File: config.mk
export PLATFORM = sky130hd
export DESIGN_NAME = branch_resolve_queue_flat
export DESIGN_NICKNAME = d
export VERILOG_FILES = /design/src/rtl/branch_resolve_queue_pkg.sv /design/src/rtl/branch_resolve_queue_if.sv /design/src/rtl/branch_resolve_queue_pred_fifo.sv /design/src/rtl/branch_resolve_queue.sv /design/src/flat_wrapper.sv
export SDC_FILE = /design/constraint.sdc
export NUM_CORES = 1
export LEC_CHECK = 0
export ABC_AREA = 0
export CAP_MARGIN = 10
export CORE_ASPECT_RATIO = 1.2
export CORE_MARGIN = 1
export CORE_UTILIZATION = 23
export DETAILED_ROUTE_END_ITERATION = 6
export GPL_TIMING_DRIVEN = 0
export PLACE_DENSITY = 0.38
export SYNTH_ARGS = -nofsm -noshare
export SYNTH_HDL_FRONTEND = slang
export SYNTH_SLANG_ARGS = --single-unit
File: constraint.sdc
create_clock -name clk -period 5.4 [get_ports clk]
set_input_delay 1.08 -clock clk [delete_from_list [all_inputs] [get_ports clk]]
set_output_delay 1.08 -clock clk [all_outputs]
set_load 0.005 [all_outputs]
File: src/rtl/branch_resolve_queue_pkg.sv
`default_nettype none
// ============================================================================
// branch_resolve_queue_pkg : shared types and helpers for the resolve queue
// Rev 1.0
// ============================================================================
package branch_resolve_queue_pkg;

  localparam int MAX_ADDRESS_BITS = 16;
  localparam int CNT_BITS_DEF     = 16;

  // Address field is sized for the widest supported table; upper bits stay zero
  typedef struct packed {
    logic [MAX_ADDRESS_BITS-1:0] address;
    logic                        prediction;
  } brq_entry_t;

  function automatic int occ_width(input int depth);
    return $clog2(depth) + 1;
  endfunction

endpackage
`default_nettype wire

File: src/rtl/branch_resolve_queue_if.sv
`default_nettype none
// ============================================================================
// branch_resolve_queue_if : issue / resolve / training bus of the resolve queue
// Rev 1.0
// ============================================================================
interface branch_resolve_queue_if #(
  parameter int ADDRESS_BITS = 4,
  parameter int DEPTH        = 4,
  parameter int CNT_BITS     = branch_resolve_queue_pkg::CNT_BITS_DEF
);

  logic                    issue_valid;
  logic [ADDRESS_BITS-1:0] issue_address;
  logic                    issue_prediction;
  logic                    issue_ready;
  logic                    resolve_valid;
  logic                    resolve_taken;
  logic                    upd_valid;
  logic [ADDRESS_BITS-1:0] upd_address;
  logic                    upd_actual;
  logic                    mispredict;
  logic                    flush;
  logic                    resolve_err;
  logic [branch_resolve_queue_pkg::occ_width(DEPTH)-1:0] occupancy;
  logic [CNT_BITS-1:0]     branch_count;
  logic [CNT_BITS-1:0]     mispredict_count;

  modport master (
    output issue_valid, issue_address, issue_prediction, resolve_valid, resolve_taken,
    input  issue_ready, upd_valid, upd_address, upd_actual, mispredict, flush,
    input  resolve_err, occupancy, branch_count, mispredict_count
  );

  modport slave (
    input  issue_valid, issue_address, issue_prediction, resolve_valid, resolve_taken,
    output issue_ready, upd_valid, upd_address, upd_actual, mispredict, flush,
    output resolve_err, occupancy, branch_count, mispredict_count
  );

endinterface
`default_nettype wire

File: src/rtl/branch_resolve_queue_pred_fifo.sv
`default_nettype none
// ============================================================================
// pred_fifo : circular in-flight prediction store with flush-to-head
// Rev 1.0
// ============================================================================
module pred_fifo
  import branch_resolve_queue_pkg::*;
#(
  parameter int DEPTH = 4
) (
  input  wire logic                         clk,
  input  wire logic                         reset,
  input  wire logic                         push_i,
  input  wire brq_entry_t                   push_entry_i,
  input  wire logic                         pop_i,
  input  wire logic                         flush_i,
  output brq_entry_t                        head_entry_o,
  output logic [occ_width(DEPTH)-1:0]       occupancy_o
);

  localparam int c_ptr_w = $clog2(DEPTH);
  localparam int c_occ_w = occ_width(DEPTH);

  logic [c_ptr_w-1:0] head_q, head_d;
  logic [c_ptr_w-1:0] tail_q, tail_d;
  logic [c_occ_w-1:0] occ_q, occ_d;
  brq_entry_t         mem_q [DEPTH];

  // Flush collapses the queue onto the post-pop head in the same edge
  always_comb begin
    head_d = head_q + c_ptr_w'(pop_i);
    tail_d = tail_q + c_ptr_w'(push_i);
    occ_d  = occ_q + c_occ_w'(push_i) - c_occ_w'(pop_i);
    if (flush_i) begin
      tail_d = head_d;
      occ_d  = '0;
    end
  end

  always_ff @(posedge clk) begin
    if (!reset) begin
      head_q <= '0;
      tail_q <= '0;
      occ_q  <= '0;
    end else begin
      head_q <= head_d;
      tail_q <= tail_d;
      occ_q  <= occ_d;
    end
  end

  always_ff @(posedge clk) begin
    if (push_i && !flush_i) begin
      mem_q[tail_q] <= push_entry_i;
    end
  end

  assign head_entry_o = mem_q[head_q];
  assign occupancy_o  = occ_q;

endmodule
`default_nettype wire

File: src/rtl/branch_resolve_queue.sv
`default_nettype none
// ============================================================================
// branch_resolve_queue : compares in-order outcomes with queued predictions
// Rev 1.0
// ============================================================================
module branch_resolve_queue
  import branch_resolve_queue_pkg::*;
#(
  parameter int ADDRESS_BITS = 4,
  parameter int DEPTH        = 4,
  parameter int CNT_BITS     = CNT_BITS_DEF
) (
  input wire logic              clk,
  input wire logic              reset,
  branch_resolve_queue_if.slave bus
);

  localparam int                 c_occ_w = occ_width(DEPTH);
  localparam logic [c_occ_w-1:0] c_full  = c_occ_w'(DEPTH);

  brq_entry_t          w_push_entry;
  brq_entry_t          w_head_entry;
  logic [c_occ_w-1:0]  w_occ;
  logic                w_empty;
  logic                w_res_ok;
  logic                w_mis;
  logic                w_ready;
  logic                w_push;

  logic                    upd_valid_q, upd_valid_d;
  logic [ADDRESS_BITS-1:0] upd_address_q, upd_address_d;
  logic                    upd_actual_q, upd_actual_d;
  logic                    mispredict_q, mispredict_d;
  logic                    flush_q, flush_d;
  logic                    resolve_err_q, resolve_err_d;
  logic [CNT_BITS-1:0]     branch_cnt_q, branch_cnt_d;
  logic [CNT_BITS-1:0]     mis_cnt_q, mis_cnt_d;

  assign w_push_entry.address    = MAX_ADDRESS_BITS'(bus.issue_address);
  assign w_push_entry.prediction = bus.issue_prediction;

  assign w_empty  = (w_occ == '0);
  assign w_res_ok = bus.resolve_valid && !w_empty;
  assign w_mis    = w_res_ok && (bus.resolve_taken != w_head_entry.prediction);
  assign w_ready  = (w_occ != c_full) && !flush_q;
  // A same-edge issue is dropped on mispredict; upstream covers it with the flush
  assign w_push   = bus.issue_valid && w_ready && !w_mis;

  pred_fifo #(
    .DEPTH (DEPTH)
  ) u_pred_fifo (
    .clk          (clk),
    .reset        (reset),
    .push_i       (w_push),
    .push_entry_i (w_push_entry),
    .pop_i        (w_res_ok),
    .flush_i      (w_mis),
    .head_entry_o (w_head_entry),
    .occupancy_o  (w_occ)
  );

  generate
    if (ADDRESS_BITS < MAX_ADDRESS_BITS) begin : g_addr_pad
      logic w_unused_addr_hi;
      assign w_unused_addr_hi = ^w_head_entry.address[MAX_ADDRESS_BITS-1:ADDRESS_BITS];
    end
  endgenerate

  always_comb begin
    upd_valid_d   = w_res_ok;
    upd_address_d = upd_address_q;
    upd_actual_d  = upd_actual_q;
    mispredict_d  = w_mis;
    flush_d       = w_mis;
    resolve_err_d = bus.resolve_valid && w_empty;
    branch_cnt_d  = branch_cnt_q;
    mis_cnt_d     = mis_cnt_q;
    if (w_res_ok) begin
      upd_address_d = w_head_entry.address[ADDRESS_BITS-1:0];
      upd_actual_d  = bus.resolve_taken;
      if (branch_cnt_q != '1) branch_cnt_d = branch_cnt_q + CNT_BITS'(1);
    end
    if (w_mis && (mis_cnt_q != '1)) mis_cnt_d = mis_cnt_q + CNT_BITS'(1);
  end

  always_ff @(posedge clk) begin
    if (!reset) begin
      upd_valid_q   <= 1'b0;
      upd_address_q <= '0;
      upd_actual_q  <= 1'b0;
      mispredict_q  <= 1'b0;
      flush_q       <= 1'b0;
      resolve_err_q <= 1'b0;
      branch_cnt_q  <= '0;
      mis_cnt_q     <= '0;
    end else begin
      upd_valid_q   <= upd_valid_d;
      upd_address_q <= upd_address_d;
      upd_actual_q  <= upd_actual_d;
      mispredict_q  <= mispredict_d;
      flush_q       <= flush_d;
      resolve_err_q <= resolve_err_d;
      branch_cnt_q  <= branch_cnt_d;
      mis_cnt_q     <= mis_cnt_d;
    end
  end

  assign bus.issue_ready      = w_ready;
  assign bus.upd_valid        = upd_valid_q;
  assign bus.upd_address      = upd_address_q;
  assign bus.upd_actual       = upd_actual_q;
  assign bus.mispredict       = mispredict_q;
  assign bus.flush            = flush_q;
  assign bus.resolve_err      = resolve_err_q;
  assign bus.occupancy        = w_occ;
  assign bus.branch_count     = branch_cnt_q;
  assign bus.mispredict_count = mis_cnt_q;

endmodule
`default_nettype wire
File: src/flat_wrapper.sv
// flat-port wrapper written by rule: the top's interface ports become plain ports
module branch_resolve_queue_flat import branch_resolve_queue_pkg::*;
#(
  parameter int ADDRESS_BITS = 4,
  parameter int DEPTH        = 4,
  parameter int CNT_BITS     = CNT_BITS_DEF
)
  (clk, reset, bus_issue_valid, bus_issue_address, bus_issue_prediction, bus_resolve_valid, bus_resolve_taken, bus_issue_ready, bus_upd_valid, bus_upd_address, bus_upd_actual, bus_mispredict, bus_flush, bus_resolve_err, bus_occupancy, bus_branch_count, bus_mispredict_count);
  branch_resolve_queue_if #(.ADDRESS_BITS(ADDRESS_BITS), .DEPTH(DEPTH), .CNT_BITS(CNT_BITS)) bus_i ();
  input wire logic clk;
  input wire logic reset;
  input wire logic [$bits(bus_i.issue_valid)-1:0] bus_issue_valid;
  input wire logic [$bits(bus_i.issue_address)-1:0] bus_issue_address;
  input wire logic [$bits(bus_i.issue_prediction)-1:0] bus_issue_prediction;
  input wire logic [$bits(bus_i.resolve_valid)-1:0] bus_resolve_valid;
  input wire logic [$bits(bus_i.resolve_taken)-1:0] bus_resolve_taken;
  output wire logic [$bits(bus_i.issue_ready)-1:0] bus_issue_ready;
  output wire logic [$bits(bus_i.upd_valid)-1:0] bus_upd_valid;
  output wire logic [$bits(bus_i.upd_address)-1:0] bus_upd_address;
  output wire logic [$bits(bus_i.upd_actual)-1:0] bus_upd_actual;
  output wire logic [$bits(bus_i.mispredict)-1:0] bus_mispredict;
  output wire logic [$bits(bus_i.flush)-1:0] bus_flush;
  output wire logic [$bits(bus_i.resolve_err)-1:0] bus_resolve_err;
  output wire logic [$bits(bus_i.occupancy)-1:0] bus_occupancy;
  output wire logic [$bits(bus_i.branch_count)-1:0] bus_branch_count;
  output wire logic [$bits(bus_i.mispredict_count)-1:0] bus_mispredict_count;
  assign bus_i.issue_valid = bus_issue_valid;
  assign bus_i.issue_address = bus_issue_address;
  assign bus_i.issue_prediction = bus_issue_prediction;
  assign bus_i.resolve_valid = bus_resolve_valid;
  assign bus_i.resolve_taken = bus_resolve_taken;
  assign bus_issue_ready = bus_i.issue_ready;
  assign bus_upd_valid = bus_i.upd_valid;
  assign bus_upd_address = bus_i.upd_address;
  assign bus_upd_actual = bus_i.upd_actual;
  assign bus_mispredict = bus_i.mispredict;
  assign bus_flush = bus_i.flush;
  assign bus_resolve_err = bus_i.resolve_err;
  assign bus_occupancy = bus_i.occupancy;
  assign bus_branch_count = bus_i.branch_count;
  assign bus_mispredict_count = bus_i.mispredict_count;
  branch_resolve_queue #(.ADDRESS_BITS(ADDRESS_BITS), .DEPTH(DEPTH), .CNT_BITS(CNT_BITS)) u_core (.clk(clk), .reset(reset), .bus(bus_i));
endmodule
==> flow_summary.ini, run 1 <==
[clocking]
clock_latency_ns = 0.33
path_clk_slew_ns = 0.05
cts_buffers = 9
cts_root_buf = clkbuf_16
h-tree-depth = 3
cts_resized = 0
postCtsSetupBuffers = 0
cts_sinks = 67
postCtsHoldBufs = 0
clockBufferDepth = 2
cts_tree = built

[drt]
route.detailed.drc = 0
drt_first_pass_iters = 4
drtAntennaViolNets = 0
routed_via_density = 4.33
drt-initial-drc-count = 60
wirelength_um = 7430
vias = 2243
wire_per_inst_um = 14.3

[setup_path]
r2r_cells = 12
crit_top_cell = inv_2
required_ns = 5.62
crit_path_start_kind = input port
crit_start = bus_resolve_valid
cpMaxStageDelayCell = clkdlybuf4s50_1
cp-end-kind = flop
reg2reg_from = u_core.u_pred_fifo.head_q[0]
critical_path_class = in -> reg
cp.arrival_ns = 3.36
crit_chain = clkdlybuf4s50_1, o31ai_2, inv_2, nand2b_4, nand3_4, inv_2, ha_1, inv_1, fa_1, xor2_1, xnor2_1, nor2_1
cp_max_fo = 11
critPathMaxStageDelay_ns = 0.43

[yosys]
syn_area_sq_mm = 0.00312
ys_seq_area_share_pct = 49.4
synth_nets = 297
yosys_warnings = 0
synth_cell_type_count = 52
synth_seq_cells = 67
synthArstFlopShare_pct = 0
synthCells = 280
synth-edff-count = 20
ys.flop_type = dfxtp_1
syn_area_per_cell_sq_um = 11.1

[cells_and_area]
areaGrowthSynthToFinish_pct = 33.8
drive_above_1_share_pct = 8.86
diodes = 0
layout.nets = 362

[power_and_ir_drop]
combPwrFrac_pct = 23.5
p_sw_share_pct = 27.3
ir_drop_v = 0.000153
total_power_mw = 1.63
power_density_mw_per_mm2 = 390
internal_power_mw = 1.18
p_sw_mw = 0.445
p_leak_nw = 1.58
p_clk_share_pct = 37.6
pwr-share-seq_pct = 38.9

[timing]
fin_skew_ns = 0.00615
setup_tns_ns = 0
worst_slew_pin_slew_ns = 0.826
period_share_pct = 58.0
slew_headroom_pct = 44.5
rsz0062_at_grt = no
worst_slack_ns = 2.27
max_freq_mhz = 319
period_needed_ns = 3.13
finalSetupViolations = 0
holdWs_ns = 0.456
final_hold_viol_count = 0
drv_slew = 0

[flow_run]
cap_violations = 0

[floorplan]
start_util_pct = 23.6
row_count = 46
core-area_sq_mm = 0.0132
fp.dieW_um = 108
die_area_sq_mm = 0.0140
fp.dieH_um = 130
ios = 55

[placement]
place_ws_ns = 1.86
gp_congestion = 0.685
portBuffers = 54
dp_hpwl_um = 5330

[run_status]
status = complete, no violations

[global_route]
grt_overflow = 0
grt.total_usage_pct = 11.7
grt_max_degree = 12
antenna_found_initial = 0
grt_pass1_wl_um = 12100
grt_pass1_vias = 2253

[min_path]
hp-start = u_core.bus.upd_address[2]
hold_depth = 2
worstHoldPathType = reg -> reg
-- cell families after synthesis --
| logic type | synth area share (%) |
|---|---|
| AOI/OAI and AO/OA | 6.73 |
| and+or+nand+nor | 24.2 |
| DFF | 49.4 |
| xor gates and xnor gates | 8.38 |
| muxes | 5.05 |
| adders and majority gates | 3.05 |
| buffers and inverters | 3.21 |
-- Yosys cell counts (3+ instances only) --
| cell type | count | area share, % |
|---|---|---|
| mux2i_1 | 3 | 0.96 |
| nor2_1 | 7 | 0.84 |
| clkbuf_1 | 7 | 0.84 |
| nand4_1 | 5 | 1.0 |
| and2_1 | 29 | 5.8 |
| a21boi_1 | 9 | 2.2 |
| xor2_1 | 20 | 5.6 |
| and4_1 | 4 | 1.1 |
| a21oi_1 | 3 | 0.48 |
| ha_1 | 6 | 2.4 |
| nand3_1 | 8 | 1.3 |
| and3_1 | 4 | 0.80 |
| nand2_1 | 30 | 3.6 |
| o21a_1 | 3 | 0.72 |
| dfxtp_1 | 47 | 30 |
| edfxtp_1 | 20 | 19 |
| xnor2_1 | 8 | 2.2 |
| nor4_2 | 3 | 1.2 |
| inv_1 | 7 | 0.84 |
| a211oi_1 | 4 | 0.96 |
| nor3_1 | 8 | 1.3 |
| mux4_1 | 4 | 3.4 |
-- state kept, by name (all words and copies together), names as in the netlist --
| register | count |
|---|---|
| u_core.bus.branch_count | 16 |
| u_core.bus.mispredict | 1 |
| u_core.bus.mispredict_count | 16 |
| u_core.bus.resolve_err | 1 |
| u_core.bus.upd_actual | 1 |
| u_core.bus.upd_address | 4 |
| u_core.bus.upd_valid | 1 |
| u_core.u_pred_fifo.head_q | 2 |
| u_core.u_pred_fifo.mem_q | 20 |
| u_core.u_pred_fifo.occupancy_o | 3 |
| u_core.u_pred_fifo.tail_q | 2 |
-- placed cells by master, fill, tap and decap left out, drive strengths merged, types with 4 or more instances in the layout --
cell,synthesis,final
and3,4,4
inv,9,9
nand2,30,30
nor3,8,8
mux4,5,5
clkbuf,7,20
ha,6,6
clkdlybuf4s50,0,54
nand3,9,9
nand4,5,5
and4,4,4
buf,5,5
nor2,7,7
and2,29,29
xor2,20,20
edfxtp,20,20
a21boi,9,9
a211oi,4,4
nor4,7,7
xnor2,9,9
dfxtp,47,47
-- per-stage QoR --
step | utilization, % | std cells | instance area [sq um]
floorplan | - | 280 | 3120
global placement | 29.3 | 502 | 3870
detailed placement | 29.3 | 502 | 3870
CTS | 31.6 | 518 | 4180
global route | 31.6 | 518 | 4180
finish | 31.6 | 518 | 4180
-- critical path, delay by kind of cell --
family                     cells  cell delay (ns)
AOI/OAI and AO/OA              1             0.20
adders and majority gates      2             0.50
buffers and inverters          4             0.88
xor gates and xnor gates       2             0.30
and+or+nand+nor                3             0.38
-- path summary, 6_finish.rpt --
kind                                  endpoint  slack (ns)
max          u_core.u_pred_fifo.occupancy_o[2]        2.27
min                  u_core.bus.upd_address[2]        0.46
max reg2reg  u_core.u_pred_fifo.occupancy_o[2]        2.57
min reg2reg          u_core.bus.upd_address[2]        0.46
-- power groups by stage --
stage / combinational (mW) / sequential, mW / clock [mW]
after floorplan: 0.251 / 0.635 / 0
after global placement: 0.397 / 0.644 / 0
after detailed placement: 0.396 / 0.645 / 0
after CTS: 0.398 / 0.635 / 0.636
after global routing: 0.430 / 0.641 / 0.658
final: 0.383 / 0.633 / 0.613
-- layout make-up --
type                       instances  area, sq um
fill                            1389         9060
sequential                        67         1540
multi-input combinational        192         1480
timing repair buffer              54          541
clock buffer                      13          240
tap                              168          210
buffer                            12         66.3
clock inverter                     3         63.8
inverter                           9         33.8
-- per-layer routing --
metal	share of wire (%)	wire [um]	vias up	GRT usage, %
met5	0	0	-	0
met3	3.9	287	10	2.92
li1	-	-	1129	-
met2	49	3640	40	18.8
met1	45	3360	1064	14.3
met4	2.0	145	0	6.20
No activity file was read; power rests on OpenSTA's default activity.
==> run 2: changes to the inputs <==
- clock period: 5.4 -> 3 ns (I/O delays scaled with it)
==> run 2 against run 1 <==
Critical endpoint unchanged. Highest routed layer unchanged. Critical path type is now reg -> reg. Sequential cell count stayed put. Clock-buffer cell count stayed put. Clock power is 79% higher. Setup slack worse by 2.0 ns. Die area stayed put.
==> flow_summary.ini, run 2 (synthesis results as in run 1) <==
[clocking]
h-tree-depth = 3
path_clk_slew_ns = 0.05
cts_root_buf = clkbuf_16
cts_buffers = 9
clock_latency_ns = 0.33
cts_sinks = 67
cts_tree = built
clockBufferDepth = 2

[global_route]
grt_pass1_wl_um = 12100
antenna_found_initial = 0
grt.total_usage_pct = 11.7
grt_pass1_vias = 2253
grt_overflow = 0
grt_max_degree = 12

[setup_path]
required_ns = 3.22
cp.arrival_ns = 2.98
cp_max_fo = 6
crit_chain = buf_6, mux4_2, xnor2_4, nand2b_4, nand3_4, inv_2, ha_1, inv_1, fa_1, xor2_1, xnor2_1, nor2_1
critPathMaxStageDelay_ns = 0.56
cp-end-kind = flop
crit_path_start_kind = flop
critical_path_class = reg -> reg
cpMaxStageDelayCell = mux4_2

[floorplan]
row_count = 46
die_area_sq_mm = 0.0140
ios = 55
start_util_pct = 23.6
core-area_sq_mm = 0.0132
fp.dieW_um = 108
fp.dieH_um = 130

[cells_and_area]
largest_register_ffs = 20
drive_above_1_share_pct = 8.86
diodes = 0
layout.nets = 362
layout_common_cells = 54 x clkdlybuf4s50_1, 47 x dfxtp_1, 30 x nand2_1
areaGrowthSynthToFinish_pct = 34.4
postLayoutCellArea_sq_mm = 0.00420
mostFrequentLayoutCell = clkdlybuf4s50_1
largest_register = u_core.u_pred_fifo.mem_q

[placement]
dp_hpwl_um = 5330
placed_cell_area_sq_mm = 0.00387
gp_congestion = 0.685
portBuffers = 54

[timing]
max_freq_mhz = 363
final_hold_viol_count = 0
holdWs_ns = 0.456
rsz0062_at_grt = no
fin_skew_ns = 0.00607
period_share_pct = 91.9
period_needed_ns = 2.76
finalSetupViolations = 0
drv_slew = 0
worst_slew_pin_slew_ns = 0.826
slew_headroom_pct = 44.5

[power_and_ir_drop]
ir_drop_v = 0.000275
p_leak_nw = 1.58
power_density_mw_per_mm2 = 704

[min_path]
worstHoldPathType = reg -> reg

[drt]
route.detailed.drc = 0
wirelength_um = 7430
wire_per_inst_um = 14.3
drt-initial-drc-count = 60
drtAntennaViolNets = 0
routed_via_density = 4.32
vias = 2240
drt_first_pass_iters = 4

[run_status]
status = complete, no violations

[flow_run]
cap_violations = 0
[run 2: cell counts in the layout (fill, tap and decap cells not counted)]
Identical to the previous run, type by type.
[run 2: what timing repair did]
action                     4_1_cts  5_1_grt
buffers inserted                 0        0
setup endpoints to repair        0        6
hold buffers                     0        0
gates resized for setup          0        2
[run 2: final cells by class]
type	instances	area [sq um]
Fill cell	1387	9040
Sequential cell	67	1540
Multi-Input combinational cell	192	1500
Timing Repair Buffer	54	541
Clock buffer	13	240
Tap cell	168	210
Buffer	12	66.3
Clock inverter	3	63.8
Inverter	9	33.8
[run 2: worst max-delay path, delay by kind of cell, from the launching register on]
family,cells,cell delay [ns]
DFF,1,0.35
and+or+nand+nor,3,0.39
xor gates and xnor gates,3,0.56
buffers and inverters,3,0.27
muxes,1,0.56
adders and majority gates,2,0.50
[run 2: power by group]
group,switching (mW),internal [mW],total [mW],leakage [nW]
combinational,0.347,0.359,0.706,0.876
clock,0.377,0.726,1.10,0.145
sequential,0.0851,1.06,1.14,0.564
total,0.810,2.14,2.95,1.58
[run 2: path summary, 6_finish.rpt]
path | from | endpoint | slack, ns | depth (start not counted)
max | u_core.u_pred_fifo.head_q[0] | u_core.u_pred_fifo.occupancy_o[2] | 0.24 | 12
min | u_core.bus.upd_address[2] | u_core.bus.upd_address[2] | 0.46 | 2
max reg2reg | u_core.u_pred_fifo.head_q[0] | u_core.u_pred_fifo.occupancy_o[2] | 0.24 | 12
min reg2reg | u_core.bus.upd_address[2] | u_core.bus.upd_address[2] | 0.46 | 2
[run 2: metal layers]
layer	part of all wire [%]	vias up	global-route usage, %
met5	0	-	0
met2	49	38	18.8
met4	2.0	0	6.20
li1	-	1130	-
met3	3.8	10	2.92
met1	45	1062	14.3
[run 2: stage by stage]
step           instances  worst slack (ns)  setup TNS (ns)  power (mW)  util (%)
4_1_cts              518             0.115               0        3.00      31.6
5_1_grt              518            0.0446               0        3.13      31.7
6_report             518             0.244               0        2.95      31.7
3_3_place_gp         502           -0.0890          -0.494        1.87      29.3
3_5_place_dp         502           -0.0559          -0.295        1.87      29.3
2_1_floorplan        280             0.462               0        1.59         -
